==> config.mk <==
export PLATFORM = sky130hd
export DESIGN_NAME = piece_ram_writer
export DESIGN_NICKNAME = d
export VERILOG_FILES = /design/src/rtl/piece_ram_writer.sv
export SDC_FILE = /design/constraint.sdc
export NUM_CORES = 1
export LEC_CHECK = 0
export ABC_AREA = 1
export BUFFER_PORTS_ARGS = -buffer_cell sky130_fd_sc_hd__buf_2
export CAP_MARGIN = 20
export CORE_UTILIZATION = 40
export CTS_BUF_LIST = sky130_fd_sc_hd__clkbuf_8 sky130_fd_sc_hd__clkbuf_16
export DETAILED_ROUTE_END_ITERATION = 16
export PLACE_DENSITY = 0.71
export SKIP_CTS_REPAIR_TIMING = 1
export SLEW_MARGIN = 30
export SYNTH_ARGS = -nofsm -noshare
export SYNTH_HDL_FRONTEND = slang
export SYNTH_SLANG_ARGS = --single-unit
==> constraint.sdc <==
create_clock -name clk -period 4.3 [get_ports clk]
set_input_delay 0.86 -clock clk [delete_from_list [all_inputs] [get_ports clk]]
set_output_delay 0.86 -clock clk [all_outputs]
set_load 0.1 [all_outputs]
==> src/rtl/piece_ram_writer.sv <==
// ============================================================================
// Module   : piece_ram_writer
// Brief    : Writes, erases or collision-checks an N-cell piece in board RAM.
//            Cell address = (y_anc+yoff)*BOARD_W + (x_anc+xoff).
// Revision : 1.0 - initial multi-mode engine with start/done handshake
// ============================================================================
`default_nettype none

module piece_ram_writer #(
    parameter int BOARD_W  = 10,
    parameter int BOARD_H  = 24,
    parameter int X_W      = 5,
    parameter int Y_W      = 6,
    parameter int ADDR_W   = 8,
    parameter int DATA_W   = 6,
    parameter int CELLS    = 4,
    parameter int OFF_W    = 2,
    parameter int READ_LAT = 1
) (
    input  logic                   clk,
    input  logic                   reset,
    input  logic                   start,
    input  logic [1:0]             mode,
    input  logic [X_W-1:0]         x_anc,
    input  logic [Y_W-1:0]         y_anc,
    input  logic [CELLS*OFF_W-1:0] x_offsets,
    input  logic [CELLS*OFF_W-1:0] y_offsets,
    input  logic [DATA_W-1:0]      colour,
    input  logic [DATA_W-1:0]      ram_rdata,
    output logic [ADDR_W-1:0]      ram_addr,
    output logic                   ram_wren,
    output logic [DATA_W-1:0]      ram_wdata,
    output logic                   busy,
    output logic                   done,
    output logic                   collision
);

    localparam int IDX_W  = (CELLS > 1) ? $clog2(CELLS) : 1;
    localparam int WAIT_W = (READ_LAT > 1) ? $clog2(READ_LAT) : 1;
    localparam int CX_W   = X_W + 1;
    localparam int CY_W   = Y_W + 1;

    localparam logic [IDX_W-1:0]  c_last_idx  = IDX_W'(CELLS - 1);
    localparam logic [WAIT_W-1:0] c_wait_last = (READ_LAT > 0) ? WAIT_W'(READ_LAT - 1) : '0;
    localparam logic [CX_W-1:0]   c_board_w   = CX_W'(BOARD_W);
    localparam logic [CY_W-1:0]   c_board_h   = CY_W'(BOARD_H);

    typedef enum logic [2:0] {
        S_IDLE  = 3'd0,
        S_ADDR  = 3'd1,
        S_WREN  = 3'd2,
        S_WRDIS = 3'd3,
        S_RWAIT = 3'd4,
        S_CHK   = 3'd5,
        S_DONE  = 3'd6
    } state_t;

    state_t                   state_q, state_d;
    logic [IDX_W-1:0]         idx_q, idx_d;
    logic [WAIT_W-1:0]        wait_q, wait_d;
    logic                     check_q, check_d;
    logic [X_W-1:0]           x_anc_q, x_anc_d;
    logic [Y_W-1:0]           y_anc_q, y_anc_d;
    logic [CELLS*OFF_W-1:0]   x_offs_q, x_offs_d;
    logic [CELLS*OFF_W-1:0]   y_offs_q, y_offs_d;
    logic [ADDR_W-1:0]        ram_addr_q, ram_addr_d;
    logic                     ram_wren_q, ram_wren_d;
    logic [DATA_W-1:0]        ram_wdata_q, ram_wdata_d;
    logic                     collision_q, collision_d;

    logic [OFF_W-1:0]         w_xoff;
    logic [OFF_W-1:0]         w_yoff;
    logic [CX_W-1:0]          w_cx;
    logic [CY_W-1:0]          w_cy;
    logic                     w_oob;
    logic                     w_last;
    logic [ADDR_W-1:0]        w_addr;

    // Current cell coordinates, bounds test and linear RAM address.
    always_comb begin
        w_xoff = x_offs_q[int'(idx_q)*OFF_W +: OFF_W];
        w_yoff = y_offs_q[int'(idx_q)*OFF_W +: OFF_W];
        w_cx   = CX_W'(x_anc_q) + CX_W'(w_xoff);
        w_cy   = CY_W'(y_anc_q) + CY_W'(w_yoff);
        w_oob  = (w_cx >= c_board_w) || (w_cy >= c_board_h);
        w_last = (idx_q == c_last_idx);
        w_addr = ADDR_W'(w_cy) * ADDR_W'(BOARD_W) + ADDR_W'(w_cx);
    end

    // Next-state and registered-output logic; the per-cell advance is folded
    // into the final cycle of each cell so it costs no extra cycle.
    always_comb begin
        state_d     = state_q;
        idx_d       = idx_q;
        wait_d      = wait_q;
        check_d     = check_q;
        x_anc_d     = x_anc_q;
        y_anc_d     = y_anc_q;
        x_offs_d    = x_offs_q;
        y_offs_d    = y_offs_q;
        ram_addr_d  = ram_addr_q;
        ram_wren_d  = 1'b0;
        ram_wdata_d = ram_wdata_q;
        collision_d = collision_q;

        case (state_q)
            S_IDLE: begin
                if (start) begin
                    check_d     = mode[1];
                    x_anc_d     = x_anc;
                    y_anc_d     = y_anc;
                    x_offs_d    = x_offsets;
                    y_offs_d    = y_offsets;
                    ram_wdata_d = (mode == 2'b00) ? colour : '0;
                    collision_d = 1'b0;
                    idx_d       = '0;
                    state_d     = S_ADDR;
                end
            end
            S_ADDR: begin
                if (check_q) begin
                    if (w_oob) begin
                        collision_d = 1'b1;
                        state_d     = S_DONE;
                    end else begin
                        ram_addr_d = w_addr;
                        wait_d     = '0;
                        state_d    = (READ_LAT == 0) ? S_CHK : S_RWAIT;
                    end
                end else if (w_oob) begin
                    // Off-board cell in write/erase: skip it without touching RAM.
                    if (w_last) begin
                        state_d = S_DONE;
                    end else begin
                        idx_d   = idx_q + 1'b1;
                        state_d = S_ADDR;
                    end
                end else begin
                    // Enable rises with the address so wren is high only in WREN.
                    ram_addr_d = w_addr;
                    ram_wren_d = 1'b1;
                    state_d    = S_WREN;
                end
            end
            S_WREN: begin
                state_d = S_WRDIS;
            end
            S_WRDIS: begin
                if (w_last) begin
                    state_d = S_DONE;
                end else begin
                    idx_d   = idx_q + 1'b1;
                    state_d = S_ADDR;
                end
            end
            S_RWAIT: begin
                if (wait_q == c_wait_last) begin
                    state_d = S_CHK;
                end else begin
                    wait_d = wait_q + 1'b1;
                end
            end
            S_CHK: begin
                if (ram_rdata != '0) begin
                    collision_d = 1'b1;
                    state_d     = S_DONE;
                end else if (w_last) begin
                    state_d = S_DONE;
                end else begin
                    idx_d   = idx_q + 1'b1;
                    state_d = S_ADDR;
                end
            end
            S_DONE: begin
                state_d = S_IDLE;
            end
            default: begin
                state_d = S_IDLE;
            end
        endcase
    end

    // State and datapath registers with synchronous reset.
    always_ff @(posedge clk) begin
        if (reset) begin
            state_q     <= S_IDLE;
            idx_q       <= '0;
            wait_q      <= '0;
            check_q     <= 1'b0;
            x_anc_q     <= '0;
            y_anc_q     <= '0;
            x_offs_q    <= '0;
            y_offs_q    <= '0;
            ram_addr_q  <= '0;
            ram_wren_q  <= 1'b0;
            ram_wdata_q <= '0;
            collision_q <= 1'b0;
        end else begin
            state_q     <= state_d;
            idx_q       <= idx_d;
            wait_q      <= wait_d;
            check_q     <= check_d;
            x_anc_q     <= x_anc_d;
            y_anc_q     <= y_anc_d;
            x_offs_q    <= x_offs_d;
            y_offs_q    <= y_offs_d;
            ram_addr_q  <= ram_addr_d;
            ram_wren_q  <= ram_wren_d;
            ram_wdata_q <= ram_wdata_d;
            collision_q <= collision_d;
        end
    end

    assign ram_addr  = ram_addr_q;
    assign ram_wren  = ram_wren_q;
    assign ram_wdata = ram_wdata_q;
    assign collision = collision_q;
    assign done      = (state_q == S_DONE);
    assign busy      = (state_q != S_IDLE) && (state_q != S_DONE);

endmodule

`default_nettype wire

== Yosys cells after proc, flatten, opt, wreduce, memory -nomap -nowiden ==
Cells that the tools add are included.

* Latch bits: 0
* Memories kept: 0
* Output and inout bits: 18
* RAM bits: 0
* Bits in read-only memories: 0
* Flip-flop bits (word level): 50

* Reduce and logical (&&, ||, !) cells: 16
* Bitwise gates (word level): 2
* Shift operators: 2
* $mul: 1
* Div/mod/pow operators: 0
* Add/sub/neg operators: 5
* Eq/ne operators: 16
* Muxes and demuxes: 25
* Order comparisons: 2

{| class="wikitable"
|+ Operators by type and width
! cell !! count
|-
| two-way mux 3 bit || 6
|-
| one-hot mux 3 bit (6 select lines) || 1
|-
| != test 2 bit, second input constant || 8
|-
| indexed part select 8 x 4 -> 2 bit || 2
|-
| two-way mux 2 bit || 6
|-
| AND reduction 5 bit || 2
|-
| == test 3 bit, second input constant || 3
|-
| adder 8 x 6 -> 8 bit || 1
|-
| two-way mux 1 bit || 8
|-
| one-hot mux 2 bit (4 select lines) || 1
|-
| adder 6 x 2 -> 7 bit || 1
|-
| >= comparator 7 x 5 -> 1 bit, second input constant || 1
|-
| multiplier 7 x 3 -> 7 bit, second input constant || 1
|-
| adder 5 x 2 -> 6 bit || 1
|-
| == test 3 x 2 -> 1 bit, second input constant || 2
|-
| >= comparator 6 x 4 -> 1 bit, second input constant || 1
|-
| two-way mux 6 bit || 1
|-
| AND reduction 2 bit || 3
|-
| nonzero test 3 bit || 2
|-
| nonzero test 6 bit || 1
|-
| nonzero test 4 bit || 1
|-
| == test 3 x 1 -> 1 bit, second input constant || 1
|-
| logical NOT 3 bit || 1
|-
| != test 3 bit, second input constant || 1
|-
| other kinds (12) || 13
|}

== Depth between registers and ports, before layout ==
Gate-level depths: netlist of the first run.

* Depth in word-level cells: 7
* Mapped depth: 23

== Worst setup path after synthesis of the first run ==
OpenSTA, ideal clock, no wires.

* Kind: register to output
* From: register state_q[2]
* To: output busy
* Arrival: 2.728 ns
* Data required time: 3.440 ns
* Slack: 0.712 ns
* Stages on the path, launching flop included: 4
* Cells stage by stage: dfxtp_1 -> nand2_1 -> nor2_1 -> nor2_1

* Longest elaborated chain between the ends: 2

{| class="wikitable"
|+ Ends and longest elaborated chain
! what !! RTL line !! text
|-
| start: declaration || 58 || <nowiki>state_t state_q, state_d;</nowiki>
|-
| start signal: assignment || 199 || <nowiki>state_q <= state_d;</nowiki>
|-
| != test 3 bit / nonzero test 3 bit (equally long branches) || 219 || <nowiki>assign busy = (state_q != S_IDLE) && (state_q != S_DONE);</nowiki>
|-
| logical AND 1 bit * || 219 ||
|-
| end: declaration || 33 || <nowiki>output logic busy,</nowiki>
|}

Every way passes the cells marked *; elsewhere a longest branch is shown, timed or not.

== Worst setup path in the final report of the first run ==
* From: register idx_q[0]
* To: register ram_addr_q[7], in the netlist ram_addr[7]

* Longest elaborated chain between the ends: 6

{| class="wikitable"
|+ Ends and longest elaborated chain
! what !! RTL line !! text
|-
| start: declaration || 59 || <nowiki>logic [IDX_W-1:0] idx_q, idx_d;</nowiki>
|-
| start signal: assignment || 200 || <nowiki>idx_q <= idx_d;</nowiki>
|-
| branches (longest 6 deep; another with adder 8 x 6 -> 8 bit) || - ||
|-
| end signal: assignment || 207 || <nowiki>ram_addr_q <= ram_addr_d;</nowiki>
|-
| end: declaration || 66 || <nowiki>logic [ADDR_W-1:0] ram_addr_q, ram_addr_d;</nowiki>
|}

Parallel ways; which one is timed is not known.
A chain may end at the register's enable or synchronous reset.

==> results by group, run 1 <==
Run status
  • Outcome: finished, final reports clean

Setup path
  • Slowest CP cell: dfxtp_1
  • Arrival time at the worst endpoint: 4.02 ns
  • Critical Path End Type: flop
  • Highest net fanout along the worst path: 13
  • Buffering stage count on the worst path with inverters included: 3
  • Critical path class: flop to flop
  • Peak per-stage delay on the critical path: 0.57 ns
  • Cells along the critical path: inv_1, o21ai_0, o22ai_1, ha_1, inv_1, fa_1, inv_1, ha_1, ha_1, fa_1, ha_1, nand2_1, nand2_1, nand2_1, nand3b_1, nand2_1, nor2_1, nor2_1
  • Reg2reg path depth: 18
  • Cell class contributing the biggest share of worst-path delay: adder cells
  • Worst reg-to-reg setup slack: 0.53 ns
  • Launch instance of the worst register-to-register path: idx_q[0]
  • Required @ worst endpoint: 4.55 ns
  • Number of cells on the critical path: 18
  • Startpoint class of the critical path: flop
  • Worst reg2reg endpoint: ram_addr[7]

Logic synthesis
  • Total standard cell area after synthesis: 2803 um^2
  • Synthesized instance count: 399
  • Yosys top cell area share: 0.3500
  • Biggest area consumer among synthesized cells: dfxtp_1
  • Unique masters post-synth: 32
  • Sequential-to-total area share from yosys stat: 0.3500
  • Synth warn: 0
  • Multiplexer share of the synthesized area: 0
  • Combinational family with the most area after synthesis: simple AND/OR/NAND/NOR gates
  • Nets in the synthesized netlist: 464
  • Compound-gate portion of the synthesized area: 0.1634
  • Number of register bits inferred by synthesis: 49
  • Adder and majority cell fraction of the synthesized area: 0.1045
  • Cell types with the largest area share after synthesis: dfxtp_1, nand2_1, a21oi_1, ha_1, nand3_1
  • Simple-gate share of the synthesized area: 0.2696
  • Post-synthesis area per instance: 7.024 um^2
  • XOR/XNOR share of the synthesized area: 0.01875

Clocking
  • Clock tree from TritonCTS: yes
  • Clk sink count: 49
  • Buffers from clock root to sink, at most: 2
  • Clock root cell: clkbuf_8
  • H-Tree Level Count: 2
  • Source-to-sink clock delay at the later pin of the worst-skew pair: 0.30 ns
  • Clock buffer count from CTS: 5
  • Clock slew seen by the registers of the worst setup and hold paths: 0.10 ns

Cells and area
  • Post-layout instance count excluding filler cells: 548
  • Most common cell after layout, fill and taps aside: nand2_1
  • Core Util, Final: 0.4810
  • Number of antenna cells inserted: 0
  • Fraction of final layout cells sized beyond drive strength 1: 0.1770
  • Layout area overhead: 16.61%
  • Count of fill cells added during filler insertion: 718
  • Net count of the finished layout: 517
  • Most used cells in the layout excluding fill and tap cells: nand2_1, buf_2, a21oi_1

Flow run
  • Maxcap violations: 0

Power and ir drop
  • Peak supply drop: 0.3728 mV
  • Leak pwr: 1.571 nW
  • Final total power: 2.598 mW
  • Total power divided by cell area: 795.0 nW/um^2

Routing
  • Number of nets with antenna violations after detailed routing: 0
  • Number of DRC markers after the initial detailed-route iteration: 136
  • Routed via count: 2725
  • DR pass1 iterations: 4
  • Number of DRC violations after detailed routing: 0
  • Average routed wire per standard cell: 11.65 um
  • Final wirelength: 6382 um
  • Via/cell ratio: 4.973

Placed design
  • IO Port Bufs: 61
  • DP Wirelength: 4774 um
  • RePlAce Congestion: 0.8749
  • Instance count after placement with tap cells included: 541

STA
  • Setup-violating endpoint count in the final report: 0
  • Largest clock skew in the final design: 0.01312 ns
  • Minimum clock period after layout: 3.774 ns
  • Measured slew at the worst slew-check pin: 0.6201 ns
  • Final count of pins violating max slew: 0
  • Unrepaired setup endpoints after global routing: no
  • Accumulated negative setup slack: 0 ns
  • Slew headroom: 0.5866
  • Total count of hold-check failures in the final report: 0
  • Fmax: 265.0 MHz
  • Crit share post-route: 0.8777

Floorplanning
  • Die height: 85.71 um
  • Die ar.: 7345 um^2
  • CORE AREA: 6794 um^2
  • Horiz. Die Dim: 85.71 um
  • Number of I/O pins: 62
  • Std-Cell Rows: 30
  • Initial cell density of the core: 0.4125

GRT
  • Largest net degree at the start of global routing: 42
  • Wire length of the first global-routing pass: 10780 um
  • GRT Resource Usage Total: 0.1811
  • Residual overflow from global routing: 0
  • Initial antenna violation count: 0
  • Number of global-route vias before repair: 2463

Min path
  • Type of the most critical hold path: flop to flop
  • Depth of the worst hold-timing path: 2
  • Destination of the worst hold path: ram_addr[3]
  • Worst Min Path Start: ram_addr[3]
state kept, by name, summed over array words and instances (netlist names):
name and cells:
idx_q 2, x_offs_q 8, y_offs_q 8, state_q 3, x_anc_q 5, ram_wren 1, ram_addr 8, ram_wdata 6
collision 1, check_q 1, y_anc_q 6
synth_stat cells:
master    instances
a21o_1            1
a21oi_1          56
a22oi_1           1
a31oi_1           1
a32oi_1           2
buf_2             6
buf_6             1
clkbuf_1          9
clkinv_1          1
dfxtp_1          49
fa_1              4
ha_1             17
inv_1            47
inv_2             2
nand2_1          86
nand2_2           2
nand3_1          36
nand3b_1          1
nand4_1           9
nand4_4           1
nor2_1           28
nor2_2            3
nor2_4            1
nor3_1            2
nor3_2            1
o211ai_1          1
o21ai_0          19
o21ai_1           3
o21ai_2           1
o22ai_1           2
xnor2_1           3
xor2_1            3
how the worst max path moves through the flow:
stage,from,endpoint,slack (ns)
5_1_grt,idx_q[0],ram_addr[7],0.19
6_report,idx_q[0],ram_addr[7],0.53
2_1_floorplan,state_q[2],busy,0.71
4_1_cts,idx_q[0],ram_addr[7],0.57
3_5_place_dp,idx_q[0],ram_addr[7],0.59
3_3_place_gp,idx_q[0],ram_addr[7],0.75
metal layers:
metal | GRT usage | vias up | part of all wire
li1 | - | 1420 | -
met5 | 0 | - | 0
met3 | 0.02984 | 7 | 0.040
met2 | 0.3120 | 68 | 0.47
met4 | 0.05455 | 0 | 0.0080
met1 | 0.2328 | 1230 | 0.48
cells by family (layout without fill, tap and decap cells):
group | count (synthesis) | in the layout
flip-flops | 49 | 49
XOR/XNOR | 6 | 6
AND/OR/NAND/NOR | 170 | 170
buffers and inverters | 66 | 119
adder cells (fa/ha/maj) | 21 | 21
AO/OA/AOI/OAI | 87 | 87
per-stage QoR:
step | hold WS, ns | setup slack, ns | area, um^2
after global placement | 0.4501 | 0.7493 | 3161
after global routing | 0.4875 | 0.1895 | 3268
final | 0.4674 | 0.5258 | 3268
after CTS | 0.4694 | 0.5710 | 3268
after floorplan | 0.4302 | 0.7121 | 2803
after detailed placement | 0.4558 | 0.5941 | 3161
area by class of cell:
cell class / instances / area (um^2) / area share
clock buffers: 5 / 68.82 / 0.02106
clock inverters: 2 / 38.79 / 0.01187
inverters: 50 / 187.7 / 0.05743
multi-input cells: 284 / 1559 / 0.4770
flip-flops and latches: 49 / 980.9 / 0.3002
well taps: 96 / 120.1 / 0.03675
repair buffers: 62 / 312.8 / 0.09571
power by group:
part / switching [mW] / total, mW / internal (mW)
sequential: 0.0985 / 0.683 / 0.585
combinational: 1.12 / 1.59 / 0.469
clock: 0.156 / 0.329 / 0.172
total: 1.37 / 2.60 / 1.23
worst reg2reg max path: stages (launching register included):
cell      delay, ns
dfxtp_1        0.57
inv_1          0.20
o21ai_0        0.20
o22ai_1        0.09
ha_1           0.22
inv_1          0.08
fa_1           0.45
inv_1          0.12
ha_1           0.24
ha_1           0.23
fa_1           0.45
ha_1           0.34
nand2_1        0.07
nand2_1        0.07
nand2_1        0.05
nand3b_1       0.15
nand2_1        0.07
nor2_1         0.03
nor2_1         0.09
No activity file was read; power rests on OpenSTA's default activity.
==> run 2, diff against run 1 <==
- PLACE_DENSITY: 0.71 -> unset
- PLACE_DENSITY_LB_ADDON: unset -> 0.15
==> run 2 against run 1 <==
Effect of this change:
- utilization down 0.31 points
- first-iteration DRC count decreased by 21%
- setup slack better by 0.078 ns
- flip-flop and latch count did not move
- power shrank 3.0%
- cell count increased by 0.18%
- routed wire length is 2.9% lower
- count of clock-buffer cells in the layout did not move
- critical endpoint unchanged
- largest cell class unchanged
- largest power group unchanged
- highest routed layer unchanged
==> results by group, run 2 (synthesized netlist as in run 1, its figures left out) <==
Power and ir drop
  • Switching fraction of total power: 0.5381
  • Clock power frac: 0.108
  • Leak pwr: 1.560 nW
  • Net switching power figure: 1.356 mW
  • Final total power: 2.520 mW
  • Sequential share of power: 0.271
  • Total power divided by cell area: 776.3 nW/um^2
  • Peak supply drop: 0.3554 mV
  • Comb pwr share: 0.621
  • Internal power: 1.164 mW

Setup path
  • Highest net fanout along the worst path: 13
  • Startpoint class of the critical path: flop
  • Slowest CP cell: dfxtp_1
  • Cell class contributing the biggest share of worst-path delay: adder cells
  • Critical Path End Type: flop
  • Critical path class: flop to flop
  • Cells along the critical path: inv_1, o21ai_0, o22ai_1, ha_1, inv_1, fa_1, inv_1, ha_1, ha_1, fa_1, ha_1, nand2_1, nand2_1, nand2_1, nand3b_1, nand2_1, nor2_1, nor2_1
  • Peak per-stage delay on the critical path: 0.56 ns
  • Arrival time at the worst endpoint: 3.94 ns
  • Buffering stage count on the worst path with inverters included: 3
  • Required @ worst endpoint: 4.54 ns

STA
  • Minimum clock period after layout: 3.696 ns
  • Accumulated negative setup slack: 0 ns
  • Measured slew at the worst slew-check pin: 0.6013 ns
  • Setup-violating endpoint count in the final report: 0
  • Largest clock skew in the final design: 0.005833 ns
  • Final count of pins violating max slew: 0
  • Worst hold-check slack: 0.4685 ns
  • Slew headroom: 0.5991
  • Total count of hold-check failures in the final report: 0
  • Fmax: 270.6 MHz
  • Crit share post-route: 0.8595
  • Unrepaired setup endpoints after global routing: no

Routing
  • Number of nets with antenna violations after detailed routing: 0
  • Average routed wire per standard cell: 11.29 um
  • Routed via count: 2714
  • Number of DRC markers after the initial detailed-route iteration: 107
  • DR pass1 iterations: 4
  • Number of DRC violations after detailed routing: 0
  • Via/cell ratio: 4.944
  • Final wirelength: 6197 um

Cells and area
  • Number of antenna cells inserted: 0
  • Most used cells in the layout excluding fill and tap cells: nand2_1, buf_2, a21oi_1
  • Layout area overhead: 15.85%
  • Fraction of final layout cells sized beyond drive strength 1: 0.1788
  • Net count of the finished layout: 517
  • Most common cell after layout, fill and taps aside: nand2_1
  • Core Util, Final: 0.4779

Floorplanning
  • Die height: 85.71 um
  • Die ar.: 7345 um^2
  • Number of I/O pins: 62
  • Initial cell density of the core: 0.4125
  • Std-Cell Rows: 30
  • Horiz. Die Dim: 85.71 um
  • CORE AREA: 6794 um^2

Clocking
  • Clock root cell: clkbuf_8
  • Source-to-sink clock delay at the later pin of the worst-skew pair: 0.30 ns
  • Clock slew seen by the registers of the worst setup and hold paths: 0.09 ns
  • H-Tree Level Count: 2
  • Clock buffer count from CTS: 5
  • Clock tree from TritonCTS: yes
  • Buffers from clock root to sink, at most: 2
  • Clk sink count: 49

GRT
  • Residual overflow from global routing: 0
  • Initial antenna violation count: 0
  • GRT Resource Usage Total: 0.1832
  • Largest net degree at the start of global routing: 42
  • Number of global-route vias before repair: 2481
  • Wire length of the first global-routing pass: 10910 um

Min path
  • Type of the most critical hold path: flop to flop

Placed design
  • IO Port Bufs: 61
  • RePlAce Congestion: 0.8724
  • DP Wirelength: 4672 um

Flow run
  • Maxcap violations: 0

Run status
  • Outcome: finished, final reports clean
==> run 2: cell count changes in the layout (fill, tap and decap cells not counted) <==
cell        delta
clkinv_2       +2
bufinv_16      -1
clkinvlp_4     +1
inv_6          -1
==> run 2: final timing paths <==
kind | from | endpoint | slack [ns] | cells after the start
setup reg to reg | idx_q[0] | ram_addr[7] | 0.60 | 18
hold / removal | ram_addr[2] | ram_addr[2] | 0.47 | 2
setup / recovery | idx_q[0] | ram_addr[7] | 0.60 | 18
hold reg to reg | ram_addr[2] | ram_addr[2] | 0.47 | 2
==> run 2: layout make-up <==
type                    instances  area (um^2)
clock inverters                 3        17.52
repair buffers                 62        312.8
multi-input cells             284         1559
clock buffers                   5        68.82
inverters                      50        187.7
fillers                       723         3547
flip-flops and latches         49        980.9
well taps                      96        120.1
==> run 2: worst min-delay path, delay by kind of cell, from the launching register on <==
family	cells	cell delay [ns]
AOI/OAI and AO/OA	1	0.05
DFF	1	0.32
and+or+nand+nor	1	0.06
==> run 2: metal layers <==
metal | GRT usage | share of wire
met1 | 0.2376 | 0.49
met2 | 0.3091 | 0.45
met3 | 0.03561 | 0.039
met4 | 0.05455 | 0.016
met5 | 0 | 0
==> run 2: through the flow <==
step | cells | area [um^2] | setup WS (ns)
global route | 549 | 3247 | 0.1960
floorplan | 399 | 2803 | 0.7121
detailed placement | 541 | 3161 | 0.6272
global placement | 541 | 3161 | 0.7297
CTS | 549 | 3247 | 0.6099
finish | 549 | 3247 | 0.6041
==> run 2: power by group through the flow <==
stage	Clock (mW)	Combinational, mW	Sequential [mW]
detailed placement	0	1.57	0.692
global placement	0	1.56	0.693
floorplan	0	1.05	0.941
finish	0.272	1.56	0.684
global route	0.300	1.77	0.702
CTS	0.284	1.58	0.683
